--- src/rtl/cpu_pkg.sv ---
// Shared types and constants for the RV32I core.
// Holds PC-source select, fetch FSM states and the NOP encoding.
package cpu_pkg;

  typedef enum logic [1:0] {
    PC_SEQ    = 2'd0,
    PC_BRANCH = 2'd1,
    PC_JALR   = 2'd2
  } pc_src_t;

  typedef enum logic [1:0] {
    BOOT = 2'd0,
    RUN  = 2'd1,
    HALT = 2'd2
  } fetch_state_t;

  localparam logic [31:0] NOP_INSTR = 32'h0000_0013;

endpackage

--- src/rtl/pc_next_mux.sv ---
// Next-PC target select: PC+4, PC+imm or jalr target.
// In: pc, pc_src, imm_ext, alu_result. Out: target, misaligned.
module pc_next_mux
  import cpu_pkg::*;
(
  input  logic [31:0] pc,
  input  logic [1:0]  pc_src,
  input  logic [31:0] imm_ext,
  input  logic [31:0] alu_result,
  output logic [31:0] target,
  output logic        misaligned
);

  always_comb begin
    target = pc + 32'd4;
    unique case (1'b1)
      (pc_src == PC_BRANCH): target = pc + imm_ext;
      (pc_src == PC_JALR):   target = alu_result & ~32'd1;
      default: ;
    endcase
    misaligned = |target[1:0];
  end

endmodule

--- src/rtl/fetch_unit.sv ---
// Instruction fetch: PC register, ROM drive, retire count, trap.
// In: clk, rst_n, pc_src, imm_ext, alu_result, stall, imem_rdata.
// Out: imem_addr, imem_en, instr, instr_valid, pc, pc_plus4,
//      trap, trap_pc, instret.
module fetch_unit
  import cpu_pkg::*;
#(
  parameter logic [31:0] RESET_PC = 32'h0000_0000,
  parameter int          ADDR_W   = 12
) (
  input  logic              clk,
  input  logic              rst_n,
  input  logic [1:0]        pc_src,
  input  logic [31:0]       imm_ext,
  input  logic [31:0]       alu_result,
  input  logic              stall,
  output logic [ADDR_W-1:0] imem_addr,
  output logic              imem_en,
  input  logic [31:0]       imem_rdata,
  output logic [31:0]       instr,
  output logic              instr_valid,
  output logic [31:0]       pc,
  output logic [31:0]       pc_plus4,
  output logic              trap,
  output logic [31:0]       trap_pc,
  output logic [31:0]       instret
);

  fetch_state_t state;
  fetch_state_t nextState;
  logic [31:0]  target;
  logic         misaligned;
  logic [31:0]  pcNext;
  logic         retire;
  logic         trapSet;

  pc_next_mux uMux (
    .pc         (pc),
    .pc_src     (pc_src),
    .imm_ext    (imm_ext),
    .alu_result (alu_result),
    .target     (target),
    .misaligned (misaligned)
  );

  assign pc_plus4 = pc + 32'd4;

  always_ff @(posedge clk or negedge rst_n) begin
    if (!rst_n) begin
      state   <= BOOT;
      pc      <= RESET_PC;
      instret <= '0;
      trap    <= 1'b0;
      trap_pc <= '0;
    end else begin
      state <= nextState;
      pc    <= pcNext;
      if (retire) instret <= instret + 32'd1;
      if (trapSet) begin
        trap    <= 1'b1;
        trap_pc <= target;
      end
    end
  end

  always_comb begin
    nextState   = state;
    pcNext      = pc;
    retire      = 1'b0;
    trapSet     = 1'b0;
    imem_addr   = pc[ADDR_W-1:0];
    imem_en     = 1'b1;
    instr       = NOP_INSTR;
    instr_valid = 1'b0;
    unique case (state)
      BOOT: begin
        imem_addr = RESET_PC[ADDR_W-1:0];
        nextState = RUN;
      end
      RUN: begin
        instr_valid = 1'b1;
        instr       = imem_rdata;
        // Stall re-reads the current word so instr stays stable.
        if (stall) begin
          imem_addr = pc[ADDR_W-1:0];
        end else if (misaligned) begin
          imem_addr = target[ADDR_W-1:0];
          nextState = HALT;
          trapSet   = 1'b1;
          retire    = 1'b1;
        end else begin
          imem_addr = target[ADDR_W-1:0];
          pcNext    = target;
          retire    = 1'b1;
        end
      end
      HALT: begin
        imem_en = 1'b0;
      end
      default: begin
        nextState = BOOT;
      end
    endcase
  end

endmodule

--- config.mk ---
export PLATFORM = sky130hd
export DESIGN_NAME = fetch_unit
export DESIGN_NICKNAME = d
export VERILOG_FILES = /design/src/rtl/cpu_pkg.sv /design/src/rtl/pc_next_mux.sv /design/src/rtl/fetch_unit.sv
export SDC_FILE = /design/constraint.sdc
export NUM_CORES = 1
export LEC_CHECK = 0
export ABC_CLOCK_PERIOD_IN_PS = 8050
export BUFFER_PORTS_ARGS = -buffer_cell sky130_fd_sc_hd__buf_2
export CORE_ASPECT_RATIO = 0.6
export CORE_MARGIN = 1
export CORE_UTILIZATION = 50
export CTS_BUF_LIST = sky130_fd_sc_hd__clkbuf_4 sky130_fd_sc_hd__clkbuf_8
export DETAILED_ROUTE_END_ITERATION = 8
export GPL_ROUTABILITY_DRIVEN = 0
export GPL_TIMING_DRIVEN = 1
export PLACE_DENSITY_LB_ADDON = 0.25
export REMOVE_ABC_BUFFERS = 1
export SLEW_MARGIN = 0
export SYNTH_ARGS = -nofsm -noshare
export SYNTH_HDL_FRONTEND = slang
export SYNTH_HIERARCHICAL = 1
export SYNTH_SLANG_ARGS = --single-unit
--- constraint.sdc ---
create_clock -name clk -period 8.05 [get_ports clk]
set_input_delay 0.4025 -clock clk [delete_from_list [all_inputs] [get_ports clk]]
set_output_delay 0.4025 -clock clk [all_outputs]
set_load 0.005 [all_outputs]
## Word-level counts from Yosys, hierarchy flattened

Cells that the tools add are included.

- Register bits: 99
- Input bits: 101

- $add $sub $neg: 3
- Equality and inequality tests: 6
- Mux-type cells: 14
- Bitwise operators: 3
- Reductions and logical operators: 4

Operators with widths:

| kind | number |
|---|---|
| one-hot mux 32 bit (2 select lines) | 1 |
| adder 32 x 1 -> 32 bit (second input constant) | 1 |
| adder 32 x 3 -> 32 bit (second input constant) | 1 |
| adder 32 bit | 1 |
| 2-to-1 mux 32 bit | 1 |
| one-hot mux 12 bit (2 select lines) | 1 |
| 2-to-1 mux 12 bit | 1 |
| 2-to-1 mux 1 bit | 7 |
| one-hot mux 2 bit (3 select lines) | 1 |
| AND reduction 3 bit | 2 |
| == test 2 x 1 -> 1 bit (second input constant) | 2 |
| == test 2 bit (second input constant) | 2 |
| 2-to-1 mux 2 bit | 2 |
| != test 2 bit (second input constant) | 2 |
| inverter 1 bit | 3 |
| zero test 2 bit | 1 |
| OR reduction 2 bit | 1 |

## Depth between registers and ports, before layout

- Word-level depth: 6
- Mapped depth: 12
- Depth with buffers taken out: 12

## Modules after synthesis

Netlist, hierarchy kept.

Modules (own cells, without submodules):

| module | instances | cells an instance | area each (µm²) | sequential area each (µm²) |
|---|---|---|---|---|
| fetch_unit | 1 | 425 | 4978.5 | 2477.4 |
| pc_next_mux | 1 | 391 | 2655.0 | 0.0 |

## Least setup slack after synthesis

Ideal clock, no wire load.

- Path type: reg-to-reg
- Start point: reg pc[0]
- End point: reg pc[28]
- Library setup time: 125 ps
- Arrival: 3346 ps
- Data required time: 7925 ps
- Slack: 4580 ps
- Cell stages (with the launch flop): 13
- Clock period less this slack: 3470 ps
- Cell sequence: dfrtp_1 -> ha_1 -> fa_1 -> a211o_1 -> a2111oi_4 -> o21bai_2 -> a31o_1 -> a311o_1 -> a311o_1 -> a21oi_2 -> xor2_1 -> o21ai_1 -> mux2_2

- Elaborated cells between the ends (all ways): 6
- Classes of those cells: add/sub (2); mux (1); bitwise (1); reduce/logical (2)

RTL lines:

| item | line | source |
|---|---|---|
| from (decl) | fetch_unit.sv:22 | `output logic [31:0] pc,` |
| from (signal assigned) | fetch_unit.sv:57 | `pc <= pcNext;` |
| adder 32 x 3 -> 32 bit / adder 32 bit (equally long branches) | pc_next_mux.sv:15, pc_next_mux.sv:17 |  |
| one-hot mux 32 bit (2 select lines) * | pc_next_mux.sv:16 | `unique case (1'b1)` |
| net target[28] | fetch_unit.sv:31 | `logic [31:0] target;` |

The timed path passes the listed nets; every way through them passes the cells marked *.
A chain may end at the register's enable or synchronous reset.

## Worst setup path after layout

- Start point: reg pc[3]
- End point: out imem_addr[9]

- Cells in the longest elaborated chain, start to end: 4
- Elaborated cells between the ends (all ways): 5
- Classes of those cells: add/sub (2); mux (3)

Ends and longest elaborated chain:

| item | line | source |
|---|---|---|
| adder 32 x 3 -> 32 bit / adder 32 bit (equally long branches) | pc_next_mux.sv:15, pc_next_mux.sv:17 |  |
| one-hot mux 32 bit (2 select lines) * | pc_next_mux.sv:16 |  |
| net target[9] | fetch_unit.sv:31 |  |
| 2-to-1 mux 12 bit * | fetch_unit.sv:84 | `if (stall) begin` |
| one-hot mux 12 bit (2 select lines) * | fetch_unit.sv:75 | `unique case (state)` |
| to (decl) | fetch_unit.sv:17 | `output logic [ADDR_W-1:0] imem_addr,` |

Marks and branches as above.

==> run metrics <==
Core Region=14700 um^2; Mapped Area=7630 um^2; DRT Pass-1 Iters=5; crit-path max FO=11; CTS H-Tree Depth=3; setup violators final=0; DR iter-0 viols=756; Yosys warning total=6; layout cells sized above 1=0.348; FF/Latch Area=2480 um^2; syn avg cell area=9.35 um^2; status=completed; post-synthesis register bit count=99; initial antenna violation count=0; critical path's top delay family=compound AO/OA/AOI/OAI gates; EDFF count, synth=0; # diodes=0; Layout Nets=1202; Async S/R FF share, synth=1.00; Rel. slew slack=0.251; DRC viols=0; die area=15800 um^2; LEAKAGE=4.59 nW; fmax=242 MHz; Post-Syn Instances=816; delay of the slowest critical-path stage=0.61 ns; Starting Density=0.520; clk root buf=clkbuf_8; critical path's slowest cell=dfrtp_1; commonest non-fill, non-tap cell in the layout=buf_2; count of port buffers added during placement=274; Final Total Pwr=2.97 mW; post-CTS setup buffers=0; CTS tree=done; Layout area overhead=21.7%; WL final=23.6 mm; pin slew with the least headroom to its limit=1.12 ns; fin. max-slew vios=0; DRT antenna net count=0; Setup TNS=0 ns; commonest register cell after synthesis=dfrtp_1; Remaining Overflow, GRT=0; vias=7416; number of global-route vias before repair=6783; cts hold-fix bufs=0; RSZ-0062 raised after global routing=no; worst path bufs/invs=1; sequential share of the synthesized area=0.325; synth unique cells=63; period utilization=0.514; VDD IR-drop max=0.156 mV; min-delay worst type=primary input to async pin; Max-Cap Viols=0; largest net degree at the start of global routing=52; WS Path Type=flip-flop to output port; Clk pin slew, worst setup/hold paths=0.11 ns; CTS Buffer Depth=2; I/O pin count=276; area of the multi-input gates=4880 um^2; worst-path cell chain=ha_1 > a21o_1 > a21oi_1 > nand2_1 > a31o_2 > a21o_1 > a211oi_1 > nor3_1 > a221oi_1 > a21oi_1 > a22o_1 > a22o_1 > buf_2; wire per inst=18.6 um; Setup crit end kind=output port; CTS resizes=0; Die Wd=162 um; HPWL after DPL=17.8 mm; filler instances=1298; vias per std cell=5.85; # clock sinks=99; Worst Path Required=7.65 ns; floorplan row count=34; skew final=0.0138 ns; Inserted Clock Buffers=9; Tot GR Track Use=0.303; most frequent cells in the layout=buf_2, dfrtp_1, xnor2_1; Tmin final=4.14 ns; CP Data Arrival Time=3.73 ns; first-pass GRT wire length=37.6 mm; Hold Violations, Final=0; die height=97.7 um; crit start category=flip-flop; PwrDens=319 nW/um^2; Clock Latency Late Sink=0.38 ns
worst paths after layout:
path / slack (ns) / startpoint / cells after the start / to
min in group clk: 0.40 / stall / 3 / state[0]$_DFFE_PN0P_
max: 3.91 / pc[3]$_DFFE_PN0P_ / 13 / imem_addr[9]
min: 0.04 / rst_n / 1 / instret[11]$_DFFE_PN0P_
max reg2reg: 4.19 / pc[0]$_DFFE_PN0P_ / 12 / pc[28]$_DFFE_PN0P_
max in group asynchronous: 6.88 / rst_n / 2 / pc[19]$_DFFE_PN0P_
min reg2reg: 0.48 / trap$_DFFE_PN0P_ / 1 / trap$_DFFE_PN0P_
final cells by class:
type | count | share of cell area
multi-input combinational | 658 | 0.526
sequential | 99 | 0.267
timing repair buffer | 279 | 0.152
tap | 198 | 0.0267
clock buffer | 9 | 0.0133
clock inverter | 7 | 0.00835
inverter | 17 | 0.00687
registers in the layout (all words and copies together), names as in the netlist:
| name | cells |
|---|---|
| instret | 32 |
| pc | 32 |
| trap_pc | 32 |
| state | 2 |
| trap | 1 |
through the flow:
step / hold slack, ns / setup slack (ns) / area (um^2) / util / instances
floorplan: 0.107 / 4.56 / 7430 / - / 774
global placement: 0.446 / 4.20 / 9080 / 0.619 / 1251
detailed placement: 0.450 / 4.17 / 9080 / 0.619 / 1251
CTS: 0.0544 / 3.93 / 9290 / 0.633 / 1267
global route: 0.0679 / 3.67 / 9290 / 0.633 / 1267
finish: 0.0365 / 3.91 / 9290 / 0.633 / 1267
synth_stat cells (17+ instances only):
library cell	number	area (um^2)
mux2_2	59	664
and3_1	22	138
ha_1	36	450
nand4_1	33	206
xnor2_1	76	666
nor2_1	27	101
a21o_1	17	128
o21ai_0	33	165
a22oi_1	17	128
xor2_1	35	307
nand3_1	44	220
and2_1	32	200
dfrtp_1	99	2480
inv_1	17	63.8
nand2_1	57	214
clkbuf_1	28	105
a21oi_1	42	210
worst register-to-register path, cell delays in order (launching register included):
cell and delay, ns:
dfrtp_1 0.45, ha_1 0.24, fa_1 0.43, a211o_1 0.38, a2111oi_4 0.34, o21bai_2 0.15, a31o_1 0.31, a311o_1 0.38
a311o_1 0.38, a21oi_2 0.17, xor2_1 0.15, o21ai_1 0.08, mux2_2 0.29
cells by family after synthesis:
group                      Yosys count  synth area share
xor gates and xnor gates           111             0.127
adders and majority gates           37            0.0616
DFF                                 99             0.325
buffers and inverters               59            0.0356
AOI/OAI and AO/OA                  177             0.159
muxes                               62            0.0913
and+or+nand+nor                    271             0.200
layer usage:
metal / vias up / wire, um / share of wire / global-route usage
met1: 3557 / 11300 / 0.48 / 0.471
met5: - / 0 / 0 / 0
met3: 30 / 2190 / 0.093 / 0.0666
li1: 3486 / - / - / -
met2: 343 / 9720 / 0.41 / 0.414
met4: 0 / 367 / 0.016 / 0.0820
power by group:
group / total (mW) / switching, mW / leakage [nW] / internal, mW
logic: 1.69 / 0.870 / 3.21 / 0.820
clock network: 0.332 / 0.209 / 0.0979 / 0.123
registers: 0.943 / 0.288 / 1.28 / 0.655
total: 2.97 / 1.37 / 4.59 / 1.60
Note: power is estimated with default switching activity, not from simulation.
